**src/rtl/piezo_pkg.sv**
```systemverilog
// Shared types and constants for the piezo alert-tune scheduler.
package piezo_pkg;

  typedef enum logic [2:0] {
    NOTE_SIL = 3'd0,
    NOTE_G6  = 3'd1,
    NOTE_C7  = 3'd2,
    NOTE_E7  = 3'd3,
    NOTE_G7  = 3'd4
  } note_t;

  // Duration codes: 2^22, 2^23, 2^23+2^22, 2^25 cycles.
  typedef enum logic [1:0] {
    DUR_22    = 2'd0,
    DUR_23    = 2'd1,
    DUR_23_22 = 2'd2,
    DUR_25    = 2'd3
  } dur_t;

  typedef enum logic [1:0] {
    NONE  = 2'd0,
    STEER = 2'd1,
    BATT  = 2'd2,
    FAST  = 2'd3
  } tune_t;

  typedef enum logic [1:0] {
    IDLE  = 2'd0,
    ISSUE = 2'd1,
    PLAY  = 2'd2
  } sched_state_t;

  localparam int unsigned STEER_LEN = 6;
  localparam int unsigned BATT_LEN  = 6;
  localparam int unsigned FAST_LEN  = 3;
  localparam int unsigned TIMER_W   = 28;

endpackage

```
**src/rtl/piezo_sched_if.sv**
```systemverilog
// Note handshake between the scheduler (master) and the tone generator (slave).
interface piezo_sched_if;
  logic       note_vld;
  logic       note_rdy;
  logic       note_done;
  logic [2:0] note;
  logic [1:0] dur_sel;

  modport master (
    output note_vld, note, dur_sel,
    input  note_rdy, note_done
  );

  modport slave (
    input  note_vld, note, dur_sel,
    output note_rdy, note_done
  );
endinterface

```
**src/rtl/piezo_sched_tune_rom.sv**
```systemverilog
// Tune ROM: (tune, step index) -> (note, duration, last-step flag).
module tune_rom
  import piezo_pkg::*;
(
  input  tune_t      tune,
  input  logic [2:0] idx,
  output note_t      note,
  output dur_t       dur,
  output logic       last
);

  // Pure lookup; out-of-range steps read as silence flagged last.
  always_comb begin
    note = NOTE_SIL;
    dur  = DUR_22;
    last = 1'b1;
    case (tune)
      STEER: begin
        last = (idx == 3'(STEER_LEN - 1));
        case (idx)
          3'd0: begin note = NOTE_G6; dur = DUR_23;    end
          3'd1: begin note = NOTE_C7; dur = DUR_23;    end
          3'd2: begin note = NOTE_E7; dur = DUR_23;    end
          3'd3: begin note = NOTE_G7; dur = DUR_23_22; end
          3'd4: begin note = NOTE_E7; dur = DUR_22;    end
          3'd5: begin note = NOTE_G7; dur = DUR_25;    end
          default: last = 1'b1;
        endcase
      end
      BATT: begin
        last = (idx == 3'(BATT_LEN - 1));
        case (idx)
          3'd0: begin note = NOTE_G7; dur = DUR_25;    end
          3'd1: begin note = NOTE_E7; dur = DUR_22;    end
          3'd2: begin note = NOTE_G7; dur = DUR_23_22; end
          3'd3: begin note = NOTE_E7; dur = DUR_23;    end
          3'd4: begin note = NOTE_C7; dur = DUR_23;    end
          3'd5: begin note = NOTE_G6; dur = DUR_23;    end
          default: last = 1'b1;
        endcase
      end
      FAST: begin
        last = (idx == 3'(FAST_LEN - 1));
        case (idx)
          3'd0: begin note = NOTE_G6; dur = DUR_23; end
          3'd1: begin note = NOTE_C7; dur = DUR_23; end
          3'd2: begin note = NOTE_E7; dur = DUR_23; end
          default: last = 1'b1;
        endcase
      end
      default: ;
    endcase
  end

endmodule

```
**src/rtl/piezo_sched.sv**
```systemverilog
// Alert-tune scheduler: arbitrates too_fast/batt_low/en_steer, enforces the
// repeat interval and feeds one note at a time to the tone generator.
//
// state | meaning
// IDLE  | no tune active; waiting for a request (and timer expiry unless too_fast)
// ISSUE | offering the current step's note on the handshake
// PLAY  | note accepted; waiting for note_done from the tone generator
module piezo_sched
  import piezo_pkg::*;
#(
  parameter bit          fast_sim   = 1'b1,
  parameter int unsigned REPEAT_CNT = 150_000_000
) (
  input  logic                 clk,
  input  logic                 rst_n,
  input  logic                 too_fast,
  input  logic                 batt_low,
  input  logic                 en_steer,
  piezo_sched_if.master        note_bus,
  output logic [1:0]           tune_id,
  output logic                 busy
);

  localparam logic [TIMER_W-1:0] RELOAD = TIMER_W'(REPEAT_CNT);
  localparam logic [TIMER_W-1:0] STEP   = fast_sim ? TIMER_W'(64) : TIMER_W'(1);

  sched_state_t       state;
  tune_t              tune_q;
  logic [2:0]         idx_q;
  logic               last_q;
  logic [TIMER_W-1:0] timer_q;

  tune_t      nxt_tune;
  logic [2:0] nxt_idx;
  logic       go_issue;
  logic       reload;
  logic       to_idle;
  logic       expired;

  note_t rom_note;
  dur_t  rom_dur;
  logic  rom_last;

  assign expired = (timer_q == '0);
  assign tune_id = tune_q;

  // The ROM is addressed with the step about to be issued so note/dur can be
  // registered on the same edge that enters ISSUE.
  tune_rom u_rom (
    .tune (nxt_tune),
    .idx  (nxt_idx),
    .note (rom_note),
    .dur  (rom_dur),
    .last (rom_last)
  );

  // Next-step selection: arbitration in IDLE, advance/preempt/loop in PLAY.
  always_comb begin
    nxt_tune = tune_q;
    nxt_idx  = idx_q;
    go_issue = 1'b0;
    reload   = 1'b0;
    to_idle  = 1'b0;
    case (state)
      IDLE: begin
        if (too_fast) begin
          nxt_tune = FAST;  nxt_idx = 3'd0; go_issue = 1'b1; reload = 1'b1;
        end else if (expired && batt_low) begin
          nxt_tune = BATT;  nxt_idx = 3'd0; go_issue = 1'b1; reload = 1'b1;
        end else if (expired && en_steer) begin
          nxt_tune = STEER; nxt_idx = 3'd0; go_issue = 1'b1; reload = 1'b1;
        end
      end
      PLAY: begin
        if (note_bus.note_done) begin
          if (too_fast && tune_q != FAST) begin
            nxt_tune = FAST; nxt_idx = 3'd0; go_issue = 1'b1; reload = 1'b1;
          end else if (!last_q) begin
            nxt_idx = idx_q + 3'd1; go_issue = 1'b1;
          end else if (tune_q == FAST && too_fast) begin
            nxt_idx = 3'd0; go_issue = 1'b1;
          end else begin
            to_idle = 1'b1;
          end
        end
      end
      default: ;
    endcase
  end

  // Scheduler FSM, registered outputs and saturating repeat timer.
  always_ff @(posedge clk) begin
    if (!rst_n) begin
      state            <= IDLE;
      tune_q           <= NONE;
      idx_q            <= 3'd0;
      last_q           <= 1'b0;
      timer_q          <= '0;
      busy             <= 1'b0;
      note_bus.note_vld <= 1'b0;
      note_bus.note     <= '0;
      note_bus.dur_sel  <= '0;
    end else begin
      if (reload)
        timer_q <= RELOAD;
      else if (timer_q >= STEP)
        timer_q <= timer_q - STEP;
      else
        timer_q <= '0;

      case (state)
        IDLE, PLAY: begin
          if (go_issue) begin
            state             <= ISSUE;
            tune_q            <= nxt_tune;
            idx_q             <= nxt_idx;
            last_q            <= rom_last;
            busy              <= 1'b1;
            note_bus.note_vld <= 1'b1;
            note_bus.note     <= rom_note;
            note_bus.dur_sel  <= rom_dur;
          end else if (to_idle) begin
            state  <= IDLE;
            tune_q <= NONE;
            idx_q  <= 3'd0;
            busy   <= 1'b0;
          end
        end
        ISSUE: begin
          if (note_bus.note_rdy) begin
            state             <= PLAY;
            note_bus.note_vld <= 1'b0;
            note_bus.note     <= '0;
            note_bus.dur_sel  <= '0;
          end
        end
        default: state <= IDLE;
      endcase
    end
  end

endmodule
```
**src/flat_wrapper.sv**
```systemverilog
// flat-port wrapper written by rule: the top's interface ports become plain ports
module piezo_sched_flat import piezo_pkg::*;
#(
  parameter bit          fast_sim   = 1'b1,
  parameter int unsigned REPEAT_CNT = 150_000_000
)
  (clk, rst_n, too_fast, batt_low, en_steer, tune_id, busy, note_bus_note_vld, note_bus_note, note_bus_dur_sel, note_bus_note_rdy, note_bus_note_done);
  piezo_sched_if note_bus_i ();
  input  logic clk;
  input  logic rst_n;
  input  logic too_fast;
  input  logic batt_low;
  input  logic en_steer;
  output logic [1:0] tune_id;
  output logic busy;
  output wire logic [$bits(note_bus_i.note_vld)-1:0] note_bus_note_vld;
  output wire logic [$bits(note_bus_i.note)-1:0] note_bus_note;
  output wire logic [$bits(note_bus_i.dur_sel)-1:0] note_bus_dur_sel;
  input wire logic [$bits(note_bus_i.note_rdy)-1:0] note_bus_note_rdy;
  input wire logic [$bits(note_bus_i.note_done)-1:0] note_bus_note_done;
  assign note_bus_note_vld = note_bus_i.note_vld;
  assign note_bus_note = note_bus_i.note;
  assign note_bus_dur_sel = note_bus_i.dur_sel;
  assign note_bus_i.note_rdy = note_bus_note_rdy;
  assign note_bus_i.note_done = note_bus_note_done;
  piezo_sched #(.fast_sim(fast_sim), .REPEAT_CNT(REPEAT_CNT)) u_core (.clk(clk), .rst_n(rst_n), .too_fast(too_fast), .batt_low(batt_low), .en_steer(en_steer), .note_bus(note_bus_i), .tune_id(tune_id), .busy(busy));
endmodule
```
**config.mk**
```make
export PLATFORM = sky130hd
export DESIGN_NAME = piezo_sched_flat
export DESIGN_NICKNAME = d
export VERILOG_FILES = /design/src/rtl/piezo_pkg.sv /design/src/rtl/piezo_sched_if.sv /design/src/rtl/piezo_sched_tune_rom.sv /design/src/rtl/piezo_sched.sv /design/src/flat_wrapper.sv
export SDC_FILE = /design/constraint.sdc
export NUM_CORES = 1
export LEC_CHECK = 0
export BUFFER_PORTS_ARGS = -buffer_cell sky130_fd_sc_hd__buf_2
export CORE_MARGIN = 4
export CORE_UTILIZATION = 45
export CTS_BUF_LIST = sky130_fd_sc_hd__clkbuf_8 sky130_fd_sc_hd__clkbuf_16
export DETAILED_ROUTE_END_ITERATION = 10
export PLACE_DENSITY = 0.6
export SYNTH_ARGS = -nofsm -noshare
export SYNTH_HDL_FRONTEND = slang
export SYNTH_SLANG_ARGS = --single-unit
```
**constraint.sdc**
```tcl
create_clock -name clk -period 6.57 [get_ports clk]
set_input_delay 1.314 -clock clk [delete_from_list [all_inputs] [get_ports clk]]
set_output_delay 1.314 -clock clk [all_outputs]
set_load 0.02 [all_outputs]
```
==> flow_metrics.tcl <==
set metrics [dict create \
    yosysUniqueCellTypes 57 \
    std_cell_rows 24 \
    die_height_um 75.9 \
    io_pins 16 \
    antenna_cells 0 \
    insertion_delay_ns 0.28 \
    crit_path_max_fanout 7 \
    hold_class "flop to flop" \
    layout-drive-gt1-share 0.158 \
    coreArea_um2 4410 \
    placed_cell_area_um2 2180 \
    vias_per_cell 5.52 \
    syn_area_per_cell_um2 8.54 \
    crit_required_ns 6.80 \
    final_cell_area_um2 2270 \
    grt_pass1_vias 1576 \
    period_needed_ns 3.24 \
    post-cts-setup-buffers 0 \
    ys.flop_type "dfxtp_1" \
    antenna_found_initial 0 \
    crit_arrival_ns 3.47 \
    cp-start-kind "flop" \
    synthCells 243 \
    status "complete, no violations" \
    ir_worst_vdd_uv 186 \
    hpwl_um 3250 \
    hold_buffers 0 \
    synth_fp_nets 258 \
    drv_cap 0 \
    grt_max_degree 15 \
    cts_resized 0 \
    tns_ns 0 \
    post_drt_wl_per_cell_um 14.2 \
    layout_commonest_cell "dfxtp_1" \
    clock_path_buffers 2 \
    dieWidth_um 75.9 \
    cts_buffers 5 \
    worstMarginPinSlew_ns 0.722 \
    cts.sinks 37 \
    clk_pin_slew_ns 0.07 \
    finalCritPeriodShare 0.493 \
    mostFrequentLayoutCells "37 x dfxtp_1, 34 x nor2_1, 25 x nand2_1" \
    wirelength_um 4440 \
    crit_type "flop to flop" \
    grt_setup_unrepaired "no" \
    dr.first_iter.drc_count 130 \
    h-tree-depth 2 \
    die_area_um2 5760 \
    cts-root-buf "clkbuf_8" \
    yosysWarnings 0 \
    initial_core_util 0.470 \
    synth_edf_count 0 \
    slew_headroom 0.515 \
    portBuffers 15 \
    gp_congestion 0.841 \
    p_leak_nw 0.876 \
    synth-seq-cells 37 \
    async_reset_ff_frac 0 \
    cts_tree "done" \
    detail-route-antenna-nets 0 \
    fmaxAchievable_ghz 0.309 \
    final-hold-violation-count 0 \
    grt_pass1_wl_um 7370 \
    ys_seq_area_frac 0.357 \
    end_kind "flop" \
    final-setup-viol-count 0 \
    grt-ovfl-total 0 \
    drtPass1Iterations 4 \
    groute.usage.overall 0.170 \
    syn_area_um2 2070 \
    cellPowerDensity_nw_per_um2 292 \
    nNetsFinal 275 \
    drv_slew 0 \
    finClkSkew_ns 0.00601 \
    drc 0 \
    synthToLayoutAreaGrowth_pct 9.23 \
    num_vias 1721 \
]
-- cell type report --
cell class	count	area, um2
clock inverter	1	3.75
timing repair buffer	16	82.6
fill	416	2150
inverter	6	22.5
multi-input combinational	194	1270
clock buffer	6	82.6
tap	52	65.1
sequential	37	741
-- power by group --
| part | internal (mW) | switching [mW] | total (mW) | leakage (nW) |
|---|---|---|---|---|
| sequential | 0.257 | 0.0349 | 0.292 | 0.304 |
| combinational | 0.0924 | 0.120 | 0.212 | 0.524 |
| clock | 0.0817 | 0.0753 | 0.157 | 0.0485 |
| total | 0.431 | 0.230 | 0.661 | 0.876 |
-- state kept, by name, summed over array words and instances (netlist names) --
name,count
u_core.last_q,1
u_core.note_bus.dur_sel,2
u_core.idx_q,3
u_core.note_bus.note,3
u_core.note_bus.note_vld,1
u_core.busy,1
u_core.tune_id,2
u_core.timer_q,22
u_core.state,2
-- per-layer routing --
layer	global-route usage	vias up	wire, um
met3	0.0462	4	220
met2	0.264	35	1990
met5	0	-	0
met1	0.220	784	2170
met4	0.0718	0	57
li1	-	898	-
-- Yosys cell counts (3+ instances only) --
master | n | area, um2
or3_1 | 3 | 18.8
or4_4 | 3 | 33.8
ha_1 | 8 | 100
nand2_1 | 25 | 93.8
dfxtp_1 | 37 | 741
a21boi_0 | 4 | 30.0
a21oi_1 | 6 | 30.0
o21ai_0 | 18 | 90.1
nor2_1 | 34 | 128
inv_1 | 6 | 22.5
xnor2_1 | 13 | 114
nor2b_1 | 3 | 18.8
nand3_1 | 6 | 30.0
o21ai_1 | 7 | 35.0
nor3_1 | 11 | 55.1
xor2_1 | 6 | 52.6
a22oi_1 | 5 | 37.5
-- final timing paths --
| kind | startpoint | to | cells past startpoint | slack (ns) |
|---|---|---|---|---|
| worst max-delay path | u_core.timer_q[9] | u_core.note_bus.note[1] | 13 | 3.33 |
| worst min-delay path | u_core.note_bus.note[0] | u_core.note_bus.note[0] | 2 | 0.44 |
| worst max register to register | u_core.timer_q[9] | u_core.note_bus.note[1] | 13 | 3.33 |
| worst min register to register | u_core.note_bus.note[0] | u_core.note_bus.note[0] | 2 | 0.44 |
-- critical path, stage by stage (launching register included) --
cell and delay [ns]:
dfxtp_1 0.34, or4_4 0.58, nor3_4 0.30, and4_1 0.30
a21oi_1 0.08, o21ai_1 0.14, o21ai_0 0.21, inv_1 0.13
ha_1 0.31, nor2_1 0.08, nor3_1 0.18, nor3_2 0.07
a2111oi_2 0.31, a22o_1 0.17
-- per-stage QoR --
stage          cells  worst slack (ns)  hold slack, ns  utilization  power [mW]
6_report         312              3.33           0.440        0.513       0.661
4_1_cts          312              3.38           0.446        0.513       0.668
3_5_place_dp     305              3.08           0.436        0.494       0.506
5_1_grt          312              3.01           0.466        0.513       0.711
2_1_floorplan    243              3.47           0.440            -       0.462
3_3_place_gp     305              3.17           0.433        0.494       0.506
-- cell families (layout without fill, tap and decap cells) --
logic type               count (synthesis)  count (layout)  synth area share
buffers and inverters                   12              29            0.0314
multiplexers                             2               2            0.0121
AO/OA/AOI/OAI                           57              57             0.183
AND/OR/NAND/NOR                        108             108             0.288
XOR/XNOR                                19              19            0.0802
flip-flops                              37              37             0.357
adder cells (fa/ha/maj)                  8               8            0.0483
No activity file was read; power rests on OpenSTA's default activity.
